[config.mk]
export PLATFORM = sky130hd
export DESIGN_NAME = serial_add_arb
export DESIGN_NICKNAME = d
export VERILOG_FILES = /design/src/rtl/serial_add_arb_pkg.sv /design/src/rtl/serial_add_arb_fa.sv /design/src/rtl/serial_add_arb.sv
export SDC_FILE = /design/constraint.sdc
export NUM_CORES = 1
export LEC_CHECK = 0
export CAP_MARGIN = 20
export CORE_UTILIZATION = 40
export DETAILED_ROUTE_END_ITERATION = 16
export GPL_TIMING_DRIVEN = 0
export PLACE_DENSITY = 0.71
export SLEW_MARGIN = 0
export SYNTH_ARGS = -nofsm -noshare
export SYNTH_HDL_FRONTEND = slang
export SYNTH_SLANG_ARGS = --single-unit
[constraint.sdc]
create_clock -name clk -period 6.6 [get_ports clk]
set_input_delay 1.32 -clock clk [delete_from_list [all_inputs] [get_ports clk]]
set_output_delay 1.32 -clock clk [all_outputs]
set_load 0.01 [all_outputs]
[src/rtl/serial_add_arb_pkg.sv]
// ============================================================================
// Module      : serial_add_pkg
// Description : Shared state encoding and default width for serial_add_arb.
// Revision    : 1.0 - initial release
// ============================================================================
`default_nettype none

package serial_add_pkg;

    localparam int unsigned c_default_w = 16;

    typedef enum logic [1:0] {
        IDLE = 2'd0,
        ADD  = 2'd1,
        DONE = 2'd2
    } state_t;

endpackage

`default_nettype wire

[src/rtl/serial_add_arb_fa.sv]
// ============================================================================
// Module      : FA
// Description : Single-bit full adder shared by the serial datapath.
// Revision    : 1.0 - initial release
// ============================================================================
`default_nettype none

module FA (
    input  logic i_a,
    input  logic i_b,
    input  logic i_ci,
    output logic o_s,
    output logic o_co
);

    assign o_s  = i_a ^ i_b ^ i_ci;
    assign o_co = (i_a & i_b) | (i_ci & (i_a ^ i_b));

endmodule

`default_nettype wire

[src/rtl/serial_add_arb.sv]
// ============================================================================
// Module      : serial_add_arb
// Description : Two-requester round-robin front end to a bit-serial add/sub.
// Revision    : 1.0 - initial release
// ============================================================================
`default_nettype none

module serial_add_arb
    import serial_add_pkg::*;
#(
    parameter int W = c_default_w
) (
    input  logic         clk,
    input  logic         rst,
    input  logic         req0,
    input  logic [W-1:0] a0,
    input  logic [W-1:0] b0,
    input  logic         sub0,
    input  logic         req1,
    input  logic [W-1:0] a1,
    input  logic [W-1:0] b1,
    input  logic         sub1,
    output logic         gnt0,
    output logic         gnt1,
    output logic         done0,
    output logic         done1,
    output logic [W-1:0] result,
    output logic         cout,
    output logic         ovf,
    output logic         busy
);

    localparam int c_cw = $clog2(W);

    state_t          r_state;
    state_t          w_next;
    logic [c_cw-1:0] r_cnt;
    logic [W-1:0]    r_a;
    logic [W-1:0]    r_b;
    logic [W-2:0]    r_acc;
    logic [W-1:0]    r_result;
    logic            r_sub;
    logic            r_carry;
    logic            r_owner;
    logic            r_last;
    logic            r_gnt0;
    logic            r_gnt1;
    logic            r_cout;
    logic            r_ovf;

    logic            w_accept;
    logic            w_win;
    logic            w_last_bit;
    logic            w_s;
    logic            w_co;
    logic [W-1:0]    w_acc_next;

    assign w_accept   = (r_state == IDLE) && (req0 || req1);
    // On a tie the requester not served last wins; r_last resets to 1 so 0 wins first.
    assign w_win      = (req0 && req1) ? ~r_last : req1;
    assign w_last_bit = (r_cnt == c_cw'(W - 1));
    assign w_acc_next = {w_s, r_acc};

    FA u_fa (
        .i_a  (r_a[0]),
        .i_b  (r_b[0] ^ r_sub),
        .i_ci (r_carry),
        .o_s  (w_s),
        .o_co (w_co)
    );

    always_ff @(posedge clk or posedge rst) begin
        if (rst) begin
            r_state <= IDLE;
        end else begin
            r_state <= w_next;
        end
    end

    always_comb begin
        w_next = r_state;
        case (r_state)
            IDLE:    if (w_accept) w_next = ADD;
            ADD:     if (w_last_bit) w_next = DONE;
            DONE:    w_next = IDLE;
            default: w_next = IDLE;
        endcase
    end

    always_comb begin
        busy  = (r_state != IDLE);
        done0 = (r_state == DONE) && !r_owner;
        done1 = (r_state == DONE) &&  r_owner;
    end

    assign gnt0   = r_gnt0;
    assign gnt1   = r_gnt1;
    assign result = r_result;
    assign cout   = r_cout;
    assign ovf    = r_ovf;

    always_ff @(posedge clk or posedge rst) begin
        if (rst) begin
            r_cnt    <= '0;
            r_a      <= '0;
            r_b      <= '0;
            r_acc    <= '0;
            r_result <= '0;
            r_sub    <= 1'b0;
            r_carry  <= 1'b0;
            r_owner  <= 1'b0;
            r_last   <= 1'b1;
            r_gnt0   <= 1'b0;
            r_gnt1   <= 1'b0;
            r_cout   <= 1'b0;
            r_ovf    <= 1'b0;
        end else begin
            r_gnt0 <= w_accept && !w_win;
            r_gnt1 <= w_accept &&  w_win;
            if (w_accept) begin
                r_a     <= w_win ? a1 : a0;
                r_b     <= w_win ? b1 : b0;
                r_sub   <= w_win ? sub1 : sub0;
                r_carry <= w_win ? sub1 : sub0;
                r_owner <= w_win;
                r_last  <= w_win;
                r_cnt   <= '0;
            end else if (r_state == ADD) begin
                r_a     <= r_a >> 1;
                r_b     <= r_b >> 1;
                r_acc   <= w_acc_next[W-1:1];
                r_carry <= w_co;
                // MSB step: r_carry is the carry into the MSB, w_co the carry out.
                if (w_last_bit) begin
                    r_result <= w_acc_next;
                    r_cout   <= w_co;
                    r_ovf    <= r_carry ^ w_co;
                end else begin
                    r_cnt <= r_cnt + 1'b1;
                end
            end
        end
    end

endmodule

`default_nettype wire

==> flow_summary_export.csv <==
group,metric,value,unit
cts,post_cts_buffers,0,
pwr,vdd_drop_max,0.150,mV
yosys,synth_fp_nets,452,
cts,tritoncts,"yes",
worst_setup_path,end_kind,"primary output",
cts,clk_pin_slew,0.09,ns
detailed_routing,ant_nets,0,
yosys,synth-xor-area-share,0.453,%
timing,rsz0062_at_grt,"no",
detailed_routing,drt_iter0_drc,151,
cts,cts_hold_buf,0,
min_path,hold_end,"r_acc[2]",
yosys,synth_area_leaders,"dfrtp_1 49%, o32a_1 7.8%, a211o_1 6.8%",
floorplanning,fp.dieArea,10100,um^2
cts,cts_buffer_depth,2,
worst_setup_path,crit_required,5.28,ns
grt,grt_use_met2,33.4,%
floorplanning,start_util,41.6,%
floorplanning,rows,35,
layout,multi_input_area,1660,um^2
cts,cts_resized,0,
cts,cts_root_buf,"clkbuf_8",
timing,worst_pin_slew,0.519,ns
worst_setup_path,slowest_delay,0.58,ns
floorplanning,io_pins,93,
min_path,worstHoldPathCells,2,
worst_setup_path,r2r_cells,5,
timing,slew_headroom,65.1,%
placement,io_buffers,92,
yosys,synth_adder_area_share,0.841,%
layout,syn2layout_area_growth,33.3,%
timing,finalCritPeriodShare,53.3,%
yosys,synth.area.mux_share,5.18,%
layout,fin_nets,556,
grt,grt.busiest_layer,"met2",
pwr,p_leak,2.40,nW
floorplanning,die_y,100,um
floorplanning,die_w,100,um
worst_setup_path,critPathSlowestCell,"clkdlybuf4s50_1",
yosys,ys_types,36,
detailed_routing,dr.pass1.iters,4,
layout,drive_gt1_share,10.4,%
layout,antenna_cells,0,
detailed_routing,post_drt_wl_per_cell,15.4,um
worst_setup_path,crit_type,"flip-flop to primary output",
layout,stdcell_count,618,
worst_setup_path,critPathMaxFanout,10,
yosys,ys.flop_type,"dfrtp_1",
yosys,syn_avg_cell_area,10.2,um^2
timing,max_clock_freq,284,MHz
timing,slew_violations,0,
timing,setup_tns,0,ns
grt,use_met1,26.8,%
worst_setup_path,r2r_start,"r_state[0]",
yosys,yosysWarnings,0,
yosys,synth-simple-area-share,18.6,%
grt,grt_pass1_vias,3301,
grt,use_met3,3.55,%
cts,clk_latency,0.35,ns
min_path,hp-class,"flip-flop to flip-flop",
cts,cts_max_level,3,
layout,regArea,1930,um^2
pwr,p_per_area,377,nW/um^2
outcome,status,"finished clean",
cts,cts_sinks,77,
grt,grtUsageTotal,20.3,%
timing,setup_viol,0,
detailed_routing,drc,0,
yosys,yosysTopAreaCell,"dfrtp_1",
yosys,synthArstFlopShare,100,%
yosys,ys_ff_latch,77,
yosys,netlist_instances,380,
cts,cts_buffers,9,
yosys,synth-seq-area-share,49.9,%
detailed_routing,drt_wl_total,9510,um
detailed_routing,route.vias.total,3244,
flow_run,maxCapViolations,0,
grt,antenna_found_initial,0,
worst_setup_path,crit_arrival,2.20,ns
yosys,synth_top_family_by_area,"simple AND/OR/NAND/NOR gates",
worst_setup_path,startpoint_type,"flip-flop",
timing,final-hold-violation-count,0,
yosys,synth_edf_count,0,
detailed_routing,via_per_inst,5.25,
worst_setup_path,worst-r2r-setup-slack,4.72,ns
placement,place_congestion,0.832,
layout,fillCellCount,865,
timing,period_needed,3.52,ns
placement,dpl.hpwl,6980,um
grt,grt.overflow.total,0,
yosys,synth.top_cells.by_count,"76 x dfrtp_1, 43 x nand2_1, 34 x inv_1",
worst_setup_path,cp_cell_sequence,"buf_2 > clkbuf_1 > nor3b_1 > clkdlybuf4s50_1",
grt,grt_pass1_wl,16100,um
yosys,synth_top_area_share,49.2,%
yosys,syn_area,3870,um^2
timing,skew,0.0101,ns
yosys,synth-compound-area-share,17.8,%
worst_setup_path,startpoint,"r_state[1]",
worst_setup_path,worstReg2RegEnd,"r_a[3]",
placement,placedCellCount,602,
min_path,worstHoldStart,"r_acc[3]",
grt,grt_max_degree,45,
floorplanning,core-area,9280,um^2
yosys,yosysMostFrequentCell,"dfrtp_1",
cell usage in the layout (no fill, tap or decap), types with 3 or more instances in the layout:
master / instances
clkdlybuf4s50_1: 92
dfrtp_1: 76
nand2_1: 43
nor3_1: 33
nor3b_1: 33
inv_1: 33
a211o_1: 30
o32a_1: 30
clkbuf_1: 22
mux2_2: 16
buf_2: 10
o21ai_0: 9
clkbuf_8: 9
nor2_1: 5
nand3_1: 5
nor2b_1: 3
clkinvlp_4: 3
inv_6: 3
cell type report:
cell class,instances,share of cell area [%]
clock inverters,7,1.12
well taps,129,3.13
flip-flops and latches,77,37.4
multi-input cells,234,32.1
inverters,34,2.53
clock buffers,9,2.40
repair buffers,93,18.3
plain buffers,35,3.01
logic make-up after synthesis:
| group | after synthesis |
|---|---|
| AND/OR/NAND/NOR | 133 |
| AO/OA/AOI/OAI | 79 |
| flip-flops | 77 |
| buffers and inverters | 69 |
| multiplexers | 18 |
| XOR/XNOR | 2 |
| adder cells (fa/ha/maj) | 2 |
state kept, by name, summed over array words and instances (netlist names), 2 cells and up:
signal,count
r_a,16
r_acc,15
r_b,16
r_cnt,4
r_state,2
result,16
worst max-delay path, delay by kind of cell, from the launching register on:
kind | cells | cell delay (ns)
buffers and inverters | 3 | 1.21
DFF | 1 | 0.38
and+or+nand+nor | 1 | 0.27
worst max path at each step:
stage                         end  slack (ns)  depth (start not counted)
after floorplan              cout        3.31                          1
after global placement     r_b[7]        2.06                          2
after detailed placement  r_a[13]        3.22                          6
after CTS                   done0        3.05                          4
after global routing        done0        3.00                          4
final                       done0        3.08                          4
per-layer routing:
layer  part of all wire [%]  vias up
li1                       -     1571
met1                     45     1572
met2                     48       94
met3                    5.2        7
met4                    1.1        0
met5                      0        -
power breakdown:
part | leakage, nW | switching [W] | internal (W)
sequential | 0.984 | 0.000123 | 0.000674
combinational | 1.33 | 0.000378 | 0.000437
clock | 0.0829 | 0.000189 | 0.000141
metrics by stage:
stage                     hold WS (ns)  instance area [um^2]  worst slack, ns  utilization (%)  total power (W)
after floorplan                  0.440                  3870             3.31                -          0.00134
after global placement           0.460                  4950             2.06             53.3          0.00159
after detailed placement         0.474                  4970             3.22             53.5          0.00163
after CTS                        0.501                  5150             3.05             55.5          0.00196
after global routing             0.521                  5150             3.00             55.5          0.00209
final                            0.502                  5150             3.08             55.5          0.00194
Note: power is estimated with default switching activity, not from simulation.
==> RTL edit 1, RTL diff (same flow settings) <==
Set the package constant `c_default_w` to 64 (it was 16).
--- a/src/rtl/serial_add_arb_pkg.sv
+++ b/src/rtl/serial_add_arb_pkg.sv
@@ -7,7 +7,7 @@
 
 package serial_add_pkg;
 
-    localparam int unsigned c_default_w = 16;
+    localparam int unsigned c_default_w = 64;
 
     typedef enum logic [1:0] {
         IDLE = 2'd0,
Ports: changed (5 resized); port bits go from 93 to 333. No check against the original RTL was run, so the function may have changed too.
==> RTL edit 1 against the original RTL <==
  * Wire length grew to 4.5 times the old value
  * Design area rose to 3.7 times the old value
  * Area after synthesis grew to 3.6 times the old value
  * Via count rose to 3.9 times the old value
  * Die area rose to 3.5 times the old value
  * First-iteration DRC count grew to 5.7 times the old value
  * Setup slack worse by 0.93 ns
  * Total power grew to 3.6 times the old value
  * Sequential cell count is 194 higher
  * Critical path type unchanged
  * Largest power group is now sequential cells
==> RTL edit 1: results <==
export IMPL_status="finished clean"
export IMPL_routedWlPerCell_microns=18.2
export IMPL_clk_path_buf_depth=3
export IMPL_yosysMostFrequentCell="nand2_1"
export IMPL_clkTransAtPathRegs_ns=0.07
export IMPL_whs_endpoint="r_acc[0]"
export IMPL_finClkSkew_ns=0.0231
export IMPL_r2r_end="r_carry"
export IMPL_placed_cell_area_sq_mm=0.0178
export IMPL_rrSetupSlack_ns=4.44
export IMPL_synth_nets=1762
export IMPL_wl_met1_microns=17700
export IMPL_drt_pass1_iter_count=5
export IMPL_cts_resized_gates=0
export IMPL_drtIter0Drc=856
export IMPL_ys_top_cells_by_count="317 x nand2_1, 270 x dfrtp_1, 131 x inv_1, 130 x nor3_1, 127 x a21oi_1"
export IMPL_grt_pass1_wl_microns=67800
export IMPL_grt_antenna_before_repair=4
export IMPL_pre_cts_ws_ns=2.77
export IMPL_n_fill_cell=3016
export IMPL_wl_met2_microns=20500
export IMPL_first_global_vias=12886
export IMPL_worstMarginPinSlew_ns=0.936
export IMPL_track_usage=0.238
export IMPL_crit_slowest_cell="clkbuf_1"
export IMPL_p_leak_nw=8.38
export IMPL_clockRootBuffer="clkbuf_16"
export IMPL_ir_drop_v=0.000191
export IMPL_routabilityCongestion=0.837
export IMPL_layout_drive_gt1_share=0.0931
export IMPL_maxUsedRoutingLayer="met5"
export IMPL_yosys_top_cells_area="dfrtp_1 49%, nand2_1 8.6%, o22a_1 7.9%"
export IMPL_wl_met3_microns=2800
export IMPL_cts_buffers=30
export IMPL_dpl_hpwl_microns=31800
export IMPL_yosysSeqAreaShare=0.491
export IMPL_max_stage_delay_ns=0.66
export IMPL_grt_max_degree=42
export IMPL_vias=12786
export IMPL_clkLatencyLatePin_ns=0.56
export IMPL_cts_max_level=1
export IMPL_min_from="r_acc[0]"
export IMPL_ys_types=49
RTL edit 1: worst max-delay path by stage:
stage / from / endpoint / slack [ns] / cells past startpoint
finish: r_state[1] / done0 / 2.15 / 5
global route: r_state[1] / done0 / 2.04 / 5
CTS: r_state[1] / done0 / 2.16 / 5
detailed placement: r_state[1] / done0 / 2.77 / 5
global placement: rst / r_b[41] / -0.33 / 2
floorplan: rst / cout / 1.70 / 1
RTL edit 1: through the flow:
stage / power (mW) / hold WS (ns) / instances / utilization
2_1_floorplan: 4.30 / 0.440 / 1498 / -
3_3_place_gp: 5.04 / 0.461 / 2277 / 0.523
3_5_place_dp: 5.16 / 0.461 / 2284 / 0.527
4_1_cts: 6.95 / 0.475 / 2339 / 0.559
5_1_grt: 7.38 / 0.516 / 2341 / 0.559
6_report: 6.92 / 0.477 / 2342 / 0.559
RTL edit 1: worst max-delay path, delay by kind of cell, from the launching register on:
family        cells  cell delay (ns)
buf+inv           4             2.00
flops             1             0.31
simple gates      1             0.25
RTL edit 1: metal layers:
metal | vias to the layer above | GRT usage
li1 | 6076 | -
met2 | 472 | 0.405
met3 | 91 | 0.0432
met5 | - | 0
met1 | 6145 | 0.303
met4 | 2 | 0.0844
RTL edit 1: power by group:
group          switching [mW]  internal (mW)
sequential              0.375           2.27
clock                   0.683           1.09
combinational            1.32           1.19
RTL edit 1: cell type report:
type | count | share of cell area
antenna | 3 | 0.000397
buffer | 149 | 0.0366
clock buffer | 43 | 0.0472
clock inverter | 12 | 0.00894
inverter | 132 | 0.0264
multi-input combinational | 946 | 0.309
sequential | 271 | 0.359
tap | 448 | 0.0297
timing repair buffer | 338 | 0.183
RTL edit 1: cells by family (layout without fill, tap and decap cells):
| group | count (synthesis) | count (layout) | synth area share |
|---|---|---|---|
| simple gates | 475 | 475 | 0.147 |
| fa+ha+maj | 2 | 2 | 0.00236 |
| compound gates | 399 | 399 | 0.217 |
| other cells | 0 | 3 | 0 |
| mux | 68 | 68 | 0.0551 |
| flops | 271 | 271 | 0.491 |
| buf+inv | 281 | 674 | 0.0859 |
| xor+xnor | 2 | 2 | 0.00127 |
==> RTL edit 2, RTL diff (same settings) <==
Made on the original files. Encoding of `state_t`: now one-hot (3 bits for 3 states).
--- a/src/rtl/serial_add_arb_pkg.sv
+++ b/src/rtl/serial_add_arb_pkg.sv
@@ -9,10 +9,10 @@
 
     localparam int unsigned c_default_w = 16;
 
-    typedef enum logic [1:0] {
-        IDLE = 2'd0,
-        ADD  = 2'd1,
-        DONE = 2'd2
+    typedef enum logic [2:0] {
+        IDLE = 3'b001,
+        ADD  = 3'b010,
+        DONE = 3'b100
     } state_t;
 
 endpackage
Behaviour: same outputs for any inputs over 10 cycles, from zero or initial values and one cycle with rst high; not proved beyond that.
==> RTL edit 2 against the original RTL <==
  * Via count down 6.6%
  * Sequential cell count up 1
  * Global-route usage is 1.9 points lower
  * Setup slack better by 0.31 ns
  * Total power up 12%
  * Area after synthesis up 1.8%
  * Wire length fell by 6.2%
  * Design area grew 1.6%
  * Die area grew 1.7%
  * Critical path type unchanged
  * Largest cell class unchanged
==> RTL edit 2: results <==
export IMPL_status="finished clean"
export IMPL_p_leak_nw=2.24
export IMPL_n_antenna_cell=0
export IMPL_yosys_top_cells_area="dfrtp_1 48%, a2bb2oi_2 11%, a2bb2oi_1 6.7%"
export IMPL_cts_buffers=9
export IMPL_cts_max_level=3
export IMPL_min_path_cells=2
export IMPL_ys_types=45
export IMPL_max_stage_delay_ns=0.62
export IMPL_grt_pass1_wl_microns=14700
export IMPL_crit_slowest_cell="clkdlybuf4s50_1"
export IMPL_grt_max_degree=61
export IMPL_clk_path_buf_depth=2
export IMPL_wl_microns=8920
export IMPL_final_nets=525
export IMPL_arrival_ns=1.89
export IMPL_drtIter0Drc=138
export IMPL_worstMarginPinSlew_ns=0.515
export IMPL_critPathTopFamily="buffers and inverters"
export IMPL_port_buffers=92
export IMPL_synthCells=349
export IMPL_post_cts_setup_buffers=0
export IMPL_ys_async_sr_fraction=1.00
export IMPL_clkTransAtPathRegs_ns=0.08
export IMPL_routabilityCongestion=0.772
export IMPL_ir_drop_v=0.000184
export IMPL_placed_cell_area_sq_mm=0.00505
export IMPL_r2r_cells=6
export IMPL_clockRootBuffer="clkbuf_8"
export IMPL_layout_drive_gt1_share=0.188
export IMPL_track_usage=0.184
export IMPL_p_sw_frac=0.345
export IMPL_drt_pass1_iter_count=4
export IMPL_critPathMaxFanout=7
export IMPL_cts_resized_gates=0
export IMPL_first_global_vias=3068
export IMPL_clkLatencyLatePin_ns=0.34
export IMPL_grt_ovfl_total=0
export IMPL_dpl_hpwl_microns=6510
export IMPL_yosys_warnings=0
export IMPL_n_fill_cell=866
export IMPL_synth_edf_count=0
export IMPL_finClkSkew_ns=0.00656
export IMPL_ys_top_cells_by_count="76 x dfrtp_1, 54 x nand2_1, 51 x a21oi_1, 30 x a2bb2oi_1, 28 x a2bb2oi_2"
export IMPL_yosysSeqAreaShare=0.497
export IMPL_routed_via_density=5.17
export IMPL_synth_nets=421
export IMPL_drc_errors=0
export IMPL_grt_antenna_before_repair=0
-- RTL edit 2: cell count changes after synthesis, moves of 16 or more --
cell / delta
a2bb2oi_2: +28
o32a_1: -30
inv_1: -26
a21oi_1: +49
mux2_2: -16
nor3b_1: -32
nor3_1: -33
a2bb2oi_1: +30
a211o_1: -30
-- RTL edit 2: kinds of logic after synthesis --
| family | share of synthesized area |
|---|---|
| adders and majority gates | 0.00827 |
| xor gates and xnor gates | 0.00668 |
| AOI/OAI and AO/OA | 0.295 |
| and+or+nand+nor | 0.0932 |
| DFF | 0.497 |
| buffers and inverters | 0.0598 |
| muxes | 0.0401 |
-- RTL edit 2: tightest hold or removal path, stage by stage, from the launching register on --
cell     delay [ns]
dfrtp_1        0.34
nand2_1        0.05
nand2_1        0.05
-- RTL edit 2: final timing paths --
check                           start         end  slack [ns]
max reg2reg                r_state[0]      r_a[0]        4.87
min                          r_acc[0]   result[0]        0.47
min reg2reg                  r_acc[0]   result[0]        0.47
min in group asynchronous         rst        gnt1        1.27
max                        r_state[1]       done0        3.39
max in group asynchronous         rst  r_state[0]        4.71
-- RTL edit 2: per-layer routing --
layer	wire, microns	GRT usage	vias to the layer above	part of all wire
li1	-	-	1470	-
met1	4030	0.236	1452	0.45
met2	4260	0.311	91	0.48
met3	468	0.0380	17	0.052
met4	155	0.0624	0	0.017
met5	0	0	-	0
-- RTL edit 2: metrics by stage --
step	instances	util	power, mW	hold WS [ns]	worst slack (ns)
6_report	586	0.559	2.17	0.470	3.39
5_1_grt	586	0.559	2.31	0.488	3.35
4_1_cts	586	0.559	2.19	0.471	3.39
3_5_place_dp	571	0.539	1.83	0.453	3.57
3_3_place_gp	570	0.535	1.80	0.447	1.99
2_1_floorplan	349	-	1.60	0.431	3.29
-- RTL edit 2: final cells by class --
type	instances	share of cell area
Sequential cell	78	0.373
Multi-Input combinational cell	232	0.333
Timing Repair Buffer	93	0.181
Buffer	30	0.0382
Tap cell	129	0.0308
Clock buffer	11	0.0270
Clock inverter	4	0.00908
Inverter	9	0.00717
-- RTL edit 2: power groups by stage --
stage          sequential, mW  clock (mW)  combinational (mW)
2_1_floorplan           0.764           0               0.838
3_3_place_gp            0.786           0                1.02
3_5_place_dp            0.792           0                1.04
4_1_cts                 0.784       0.360                1.04
5_1_grt                 0.808       0.377                1.13
6_report                0.785       0.350                1.04
